**src/rtl/mem_access_ctrl.sv**
```systemverilog
// MEM-stage data-memory initiator: loads with extension, sub-word stores via RMW.
// Define MISALIGN_TRAP_EN to trap misaligned half/word accesses instead of aligning.
module mem_access_ctrl #(
  parameter int          WAIT_CYCLES = 2,
  parameter int          DEPTH       = 256,
  parameter logic [31:0] PARK_ADDR   = 32'hFFFF_FFFF
) (
  input  logic        clk,
  input  logic        rst_n,
  input  logic        req_valid,
  output logic        req_ready,
  input  logic        req_read,
  input  logic        req_write,
  input  logic [1:0]  req_size,
  input  logic        req_signed,
  input  logic [31:0] req_addr,
  input  logic [31:0] req_wdata,
  output logic        resp_valid,
  output logic [31:0] resp_rdata,
  output logic        resp_err,
  output logic        stall,
  output logic [31:0] mem_addr,
  output logic [31:0] mem_write_data,
  output logic        mem_read,
  output logic        mem_write,
  input  logic [31:0] mem_read_data
);

  localparam int CW = (WAIT_CYCLES > 1) ? $clog2(WAIT_CYCLES) : 1;

  typedef enum logic [2:0] {
    IDLE, SETUP, ACCESS, RELEASE, MERGE, RESP
  } state_t;

  state_t        state;
  logic [31:0]   r_addr;
  logic [31:0]   r_wdata;
  logic [31:0]   r_word;
  logic [1:0]    r_size;
  logic          r_sgn;
  logic          r_wr;
  logic          r_wph;
  logic [CW-1:0] cnt;

  logic          mis;
  logic          oor;
  logic          bad;
  logic [7:0]    lb;
  logic [15:0]   lh;
  logic [31:0]   ld_val;
  logic [31:0]   mrg;

  assign req_ready = (state == IDLE);
  assign stall = (state != IDLE && state != RESP) ||
                 (state == IDLE && req_valid);

  always_comb begin
    mis = 1'b0;
`ifdef MISALIGN_TRAP_EN
    mis = (req_size == 2'b01 && req_addr[0]) ||
          (req_size == 2'b10 && req_addr[1:0] != 2'b00);
`else
    mis = 1'b0;
`endif
    oor = {2'b00, req_addr[31:2]} >= 32'(DEPTH);
    bad = (req_read && req_write) || req_size == 2'b11 || oor || mis;
  end

  always_comb begin
    lb = r_word[{r_addr[1:0], 3'b000} +: 8];
    lh = r_word[{r_addr[1], 4'b0000} +: 16];
    ld_val = r_word;
    unique case (r_size)
      2'b00:   ld_val = {{24{r_sgn & lb[7]}}, lb};
      2'b01:   ld_val = {{16{r_sgn & lh[15]}}, lh};
      default: ld_val = r_word;
    endcase
    mrg = r_word;
    if (r_size == 2'b00)
      mrg[{r_addr[1:0], 3'b000} +: 8] = r_wdata[7:0];
    else
      mrg[{r_addr[1], 4'b0000} +: 16] = r_wdata[15:0];
  end

  always_ff @(posedge clk) begin
    if (!rst_n) begin
      state          <= IDLE;
      resp_valid     <= 1'b0;
      resp_rdata     <= '0;
      resp_err       <= 1'b0;
      mem_read       <= 1'b0;
      mem_write      <= 1'b0;
      mem_addr       <= PARK_ADDR;
      mem_write_data <= '0;
      r_addr         <= '0;
      r_wdata        <= '0;
      r_word         <= '0;
      r_size         <= '0;
      r_sgn          <= 1'b0;
      r_wr           <= 1'b0;
      r_wph          <= 1'b0;
      cnt            <= '0;
    end else begin
      unique case (state)
        IDLE: begin
          if (req_valid) begin
            r_addr  <= req_addr;
            r_wdata <= req_wdata;
            r_size  <= req_size;
            r_sgn   <= req_signed;
            r_wr    <= req_write;
            if (bad) begin
              state      <= RESP;
              resp_valid <= 1'b1;
              resp_err   <= 1'b1;
              resp_rdata <= '0;
            end else if (!req_read && !req_write) begin
              state      <= RESP;
              resp_valid <= 1'b1;
              resp_err   <= 1'b0;
              resp_rdata <= '0;
            end else begin
              // sub-word stores start with a read phase
              state          <= SETUP;
              r_wph          <= req_write && req_size == 2'b10;
              mem_read       <= !(req_write && req_size == 2'b10);
              mem_write      <= req_write && req_size == 2'b10;
              mem_write_data <= (req_write && req_size == 2'b10) ?
                                req_wdata : 32'd0;
              mem_addr       <= PARK_ADDR;
            end
          end
        end
        SETUP: begin
          state    <= ACCESS;
          mem_addr <= {2'b00, r_addr[31:2]};
          cnt      <= '0;
        end
        ACCESS: begin
          if (cnt == CW'(WAIT_CYCLES - 1)) begin
            r_word    <= mem_read_data;
            mem_read  <= 1'b0;
            mem_write <= 1'b0;
            state     <= RELEASE;
          end else begin
            cnt <= cnt + 1'b1;
          end
        end
        RELEASE: begin
          mem_addr <= PARK_ADDR;
          if (r_wr && !r_wph) begin
            state <= MERGE;
          end else begin
            state      <= RESP;
            resp_valid <= 1'b1;
            resp_err   <= 1'b0;
            resp_rdata <= r_wr ? 32'd0 : ld_val;
          end
        end
        MERGE: begin
          mem_write_data <= mrg;
          mem_write      <= 1'b1;
          r_wph          <= 1'b1;
          state          <= SETUP;
        end
        RESP: begin
          state          <= IDLE;
          resp_valid     <= 1'b0;
          resp_rdata     <= '0;
          resp_err       <= 1'b0;
          mem_write_data <= '0;
        end
        default: state <= IDLE;
      endcase
    end
  end

endmodule

```
**config.mk**
```make
export PLATFORM = sky130hd
export DESIGN_NAME = mem_access_ctrl
export DESIGN_NICKNAME = d
export VERILOG_FILES = /design/src/rtl/mem_access_ctrl.sv
export SDC_FILE = /design/constraint.sdc
export NUM_CORES = 1
export LEC_CHECK = 0
export CAP_MARGIN = 20
export CORE_UTILIZATION = 46
export CTS_CLUSTER_SIZE = 40
export DETAILED_ROUTE_END_ITERATION = 6
export GPL_TIMING_DRIVEN = 1
export PLACE_DENSITY_LB_ADDON = 0.1
export SLEW_MARGIN = 20
export SYNTH_ARGS = -nofsm -noshare
export SYNTH_HDL_FRONTEND = slang
export SYNTH_SLANG_ARGS = --single-unit
```
**constraint.sdc**
```tcl
create_clock -name clk -period 2.4 [get_ports clk]
set_clock_uncertainty 0.15 [all_clocks]
set_input_delay 0.72 -clock clk [delete_from_list [all_inputs] [get_ports clk]]
set_output_delay 0.72 -clock clk [all_outputs]
set_load 0.005 [all_outputs]
```
==> metrics.yaml <==
timing:
  finalHoldViolCount: 0
  fmax_mhz: 427
  rsz0062_at_grt: "false"
  slew_violations: 0
  slew_headroom_pct: 53.3
  worst_pin_slew_ns: 0.701
  whs_ns: 0.314
  period_minus_slack_ns: 2.34
  finalWorstSetupSlack_ns: 0.0596
  setup_violations: 0
  post-route-period-util_pct: 97.5
floorplan:
  core_sq_um: 19400
  io_pins: 206
  fp.dieH_microns: 143
  die_w_microns: 143
  placementRows: 51
  die_area_sq_um: 20300
  initial_utilization_pct: 46.8
synthesis:
  yosysSeqAreaShare_pct: 41.4
  synth_xor_area_share_pct: 0.0964
  synth.area.mux_share_pct: 5.94
  yosys.area.top_type: "dfxtp_1"
  synth_top_family_by_area: "compound AO/OA/AOI/OAI gates"
  synthFlopType: "dfxtp_1"
  postSynthCellCount: 1071
  synth-seq-cells: 188
  ys_top_cells_by_area: "dfxtp_1 41%, nand2_1 10%, a21boi_0 7.2%"
  synth_compound_area_share_pct: 28.7
  synth_fa_ha_area_share_pct: 0.689
  synth_cell_types: 57
  synth_simple_gate_area_share_pct: 17.6
  syn_nets: 1180
  syn_area_sq_um: 9080
  synth_edf_count: 0
  synth.top_cell.area_share_pct: 41.4
  yosysWarnings: 0
  async_reset_ff_share_pct: 0
  syn_area_per_cell_sq_um: 8.48
clocking:
  clkTransAtPathRegs_ns: 0.07
  cts.sinks: 188
  clock_path_buffers: 2
  clock_latency_ns: 0.44
  cts_tree: "done"
  ctsHoldBuffers: 0
  cts_buffers: 17
  htree_levels: 4
  root_buffer: "clkbuf_16"
pwr:
  seqPwrFrac_pct: 33.2
  ir_drop_mv: 0.592
  p_int_mw: 8.19
  switching_power_mw: 5.13
  leakagePower_nw: 4.73
  combPwrFrac_pct: 45.3
  p_per_area_nw_per_um2: 1070
  clkPwrFrac_pct: 21.5
  power.share.switching_pct: 38.5
critical_path:
  crit_buf_inv: 3
  end_kind: "flop"
  critPathMaxStageDelay_ns: 0.42
  critPathMaxFanout: 8
  cp_top_family: "buffers and inverters"
  r2r_start: "r_addr[1]"
  path_cells: "clkinv_1 > ha_4 > buf_4 > nor4bb_1 > buf_4 > a221o_1 > a32oi_1 > o21ai_0 > o211a_1"
  slowest_stage: "nor4bb_1"
  worst_r2r_path_depth: 9
  cp.depth: 9
  crit_arrival_ns: 2.58
  rrSetupSlack_ns: 0.06
  worstSetupStartpoint: "r_addr[1]"
  startpoint_type: "flop"
  cp_common_cell: "buf_4"
  reg2reg_to: "mem_write_data[4]"
  endpoint: "mem_write_data[4]"
  required_ns: 2.64
  path_class: "reg -> reg"
placed_design:
  place.gp.congestion: 0.875
  dpl.hpwl_microns: 20200
  place_ws_ns: -0.591
  io_buffers: 205
routing:
  drc: 0
  wirelength_microns: 29500
  viasPerCell: 5.87
  routedWlPerCell_microns: 19.0
  drt_iter0_drc: 908
  via_count: 9105
  dr.pass1.iters: 5
  postRouteAntennaNets: 0
global_routing:
  grt_antenna_before_repair: 1
  grt_use_total_pct: 29.0
  gr-usage-met2_pct: 41.8
  grt_use_met3_pct: 5.69
  overflow: 0
  use_met1_pct: 43.0
  grt_start_max_net_pins: 80
  grt_pass1_wl_microns: 45200
  grt.busiest_layer: "met1"
  grt_pass1_vias: 8129
finish:
  mostFrequentLayoutCells: "244 x nand2_1, 186 x dfxtp_1, 179 x clkdlybuf4s50_1, 87 x a21boi_0, 73 x buf_4"
  utilization_pct: 64.3
  final_nets: 1380
  layout_commonest_cell: "nand2_1"
  drive_gt1_share_pct: 12.1
  area_growth_pct: 37.4
worst_hold_path:
  hold_class: "reg -> reg"
  hp-start: "r_addr[31]"
flow_run:
  maxCapViolCount: 0
status:
  status: "complete, no violations"
metrics by stage:
step	cells	cell area [sq um]	total power [mW]	setup TNS [ns]
after floorplan	1071	9080	7.61	0
after global placement	1509	11700	10.3	-48.31
after detailed placement	1509	11700	10.3	-52.69
after CTS	1546	12400	13.3	-0.149
after global routing	1550	12500	14.1	0
final	1550	12500	13.3	0
power by group through the flow:
stage,combinational [mW],sequential (mW),clock (mW)
final,6.04,4.42,2.86
after CTS,5.96,4.40,2.90
after global routing,6.56,4.50,3.02
after detailed placement,5.85,4.45,0
after floorplan,3.26,4.35,0
after global placement,5.80,4.45,0
flip-flops by register name, indices dropped and copies added (netlist names), 2 cells and up:
| name | count |
|---|---|
| r_wdata | 16 |
| r_word | 32 |
| mem_addr | 31 |
| r_size | 2 |
| mem_write_data | 32 |
| r_addr | 32 |
| state | 3 |
| resp_rdata | 32 |
Yosys cell counts, types with 2 or more instances:
master,n
a211oi_1,3
a21boi_0,87
a21o_1,2
a21oi_1,26
a221o_1,37
a221oi_1,6
a22o_1,6
a32oi_1,32
and2_1,2
buf_1,5
buf_2,21
buf_4,5
clkbuf_1,77
dfxtp_1,188
ha_1,5
inv_1,13
mux2i_1,37
mux4_2,7
nand2_1,245
nand2b_1,5
nand3_1,61
nand3b_1,2
nor2_1,12
nor2b_1,5
nor3_1,3
nor4_2,2
nor4_4,3
nor4bb_1,3
o2111ai_1,2
o211a_1,33
o21ai_0,73
o21ai_1,2
o22ai_1,36
or2_2,2
per-layer routing:
layer | routed length (microns) | part of all wire [%] | vias up
met5 | 0 | 0 | -
met2 | 12500 | 42 | 471
met1 | 13400 | 46 | 4300
met3 | 2880 | 9.8 | 48
li1 | - | - | 4286
met4 | 665 | 2.3 | 0
worst register-to-register path: cells and delay by family (launching register included):
family / cells / cell delay (ns)
adders and majority gates: 1 / 0.26
and+or+nand+nor: 1 / 0.42
AOI/OAI and AO/OA: 4 / 0.56
DFF: 1 / 0.35
buffers and inverters: 3 / 0.56
cells by family after synthesis:
| family | count (synthesis) |
|---|---|
| AOI/OAI and AO/OA | 353 |
| xor gates and xnor gates | 1 |
| adders and majority gates | 5 |
| buffers and inverters | 123 |
| DFF | 188 |
| muxes | 45 |
| and+or+nand+nor | 356 |
cell type report:
type	count	area, sq um
Fill cell	1696	6920
Multi-Input combinational cell	760	4900
Sequential cell	188	3770
Timing Repair Buffer	289	2820
Clock buffer	17	425
Tap cell	265	332
Clock inverter	15	173
Inverter	15	56.3
Antenna cell	1	2.50
worst min-delay path by stage:
| stage | endpoint | depth (start not counted) |
|---|---|---|
| 2_1_floorplan | r_addr[10] | 2 |
| 3_3_place_gp | r_addr[24] | 2 |
| 3_5_place_dp | r_addr[23] | 2 |
| 4_1_cts | r_addr[31] | 2 |
| 5_1_grt | r_addr[26] | 2 |
| 6_report | r_addr[31] | 2 |
what timing repair did:
action | 4_1_cts | 5_1_grt
buffers inserted | 4 | 3
gates resized for setup | 24 | 20
pin swaps | 9 | 9
cloned | 1 | 0
endpoints found under the setup margin | 83 | 60
Note: power is estimated with default switching activity, not from simulation.
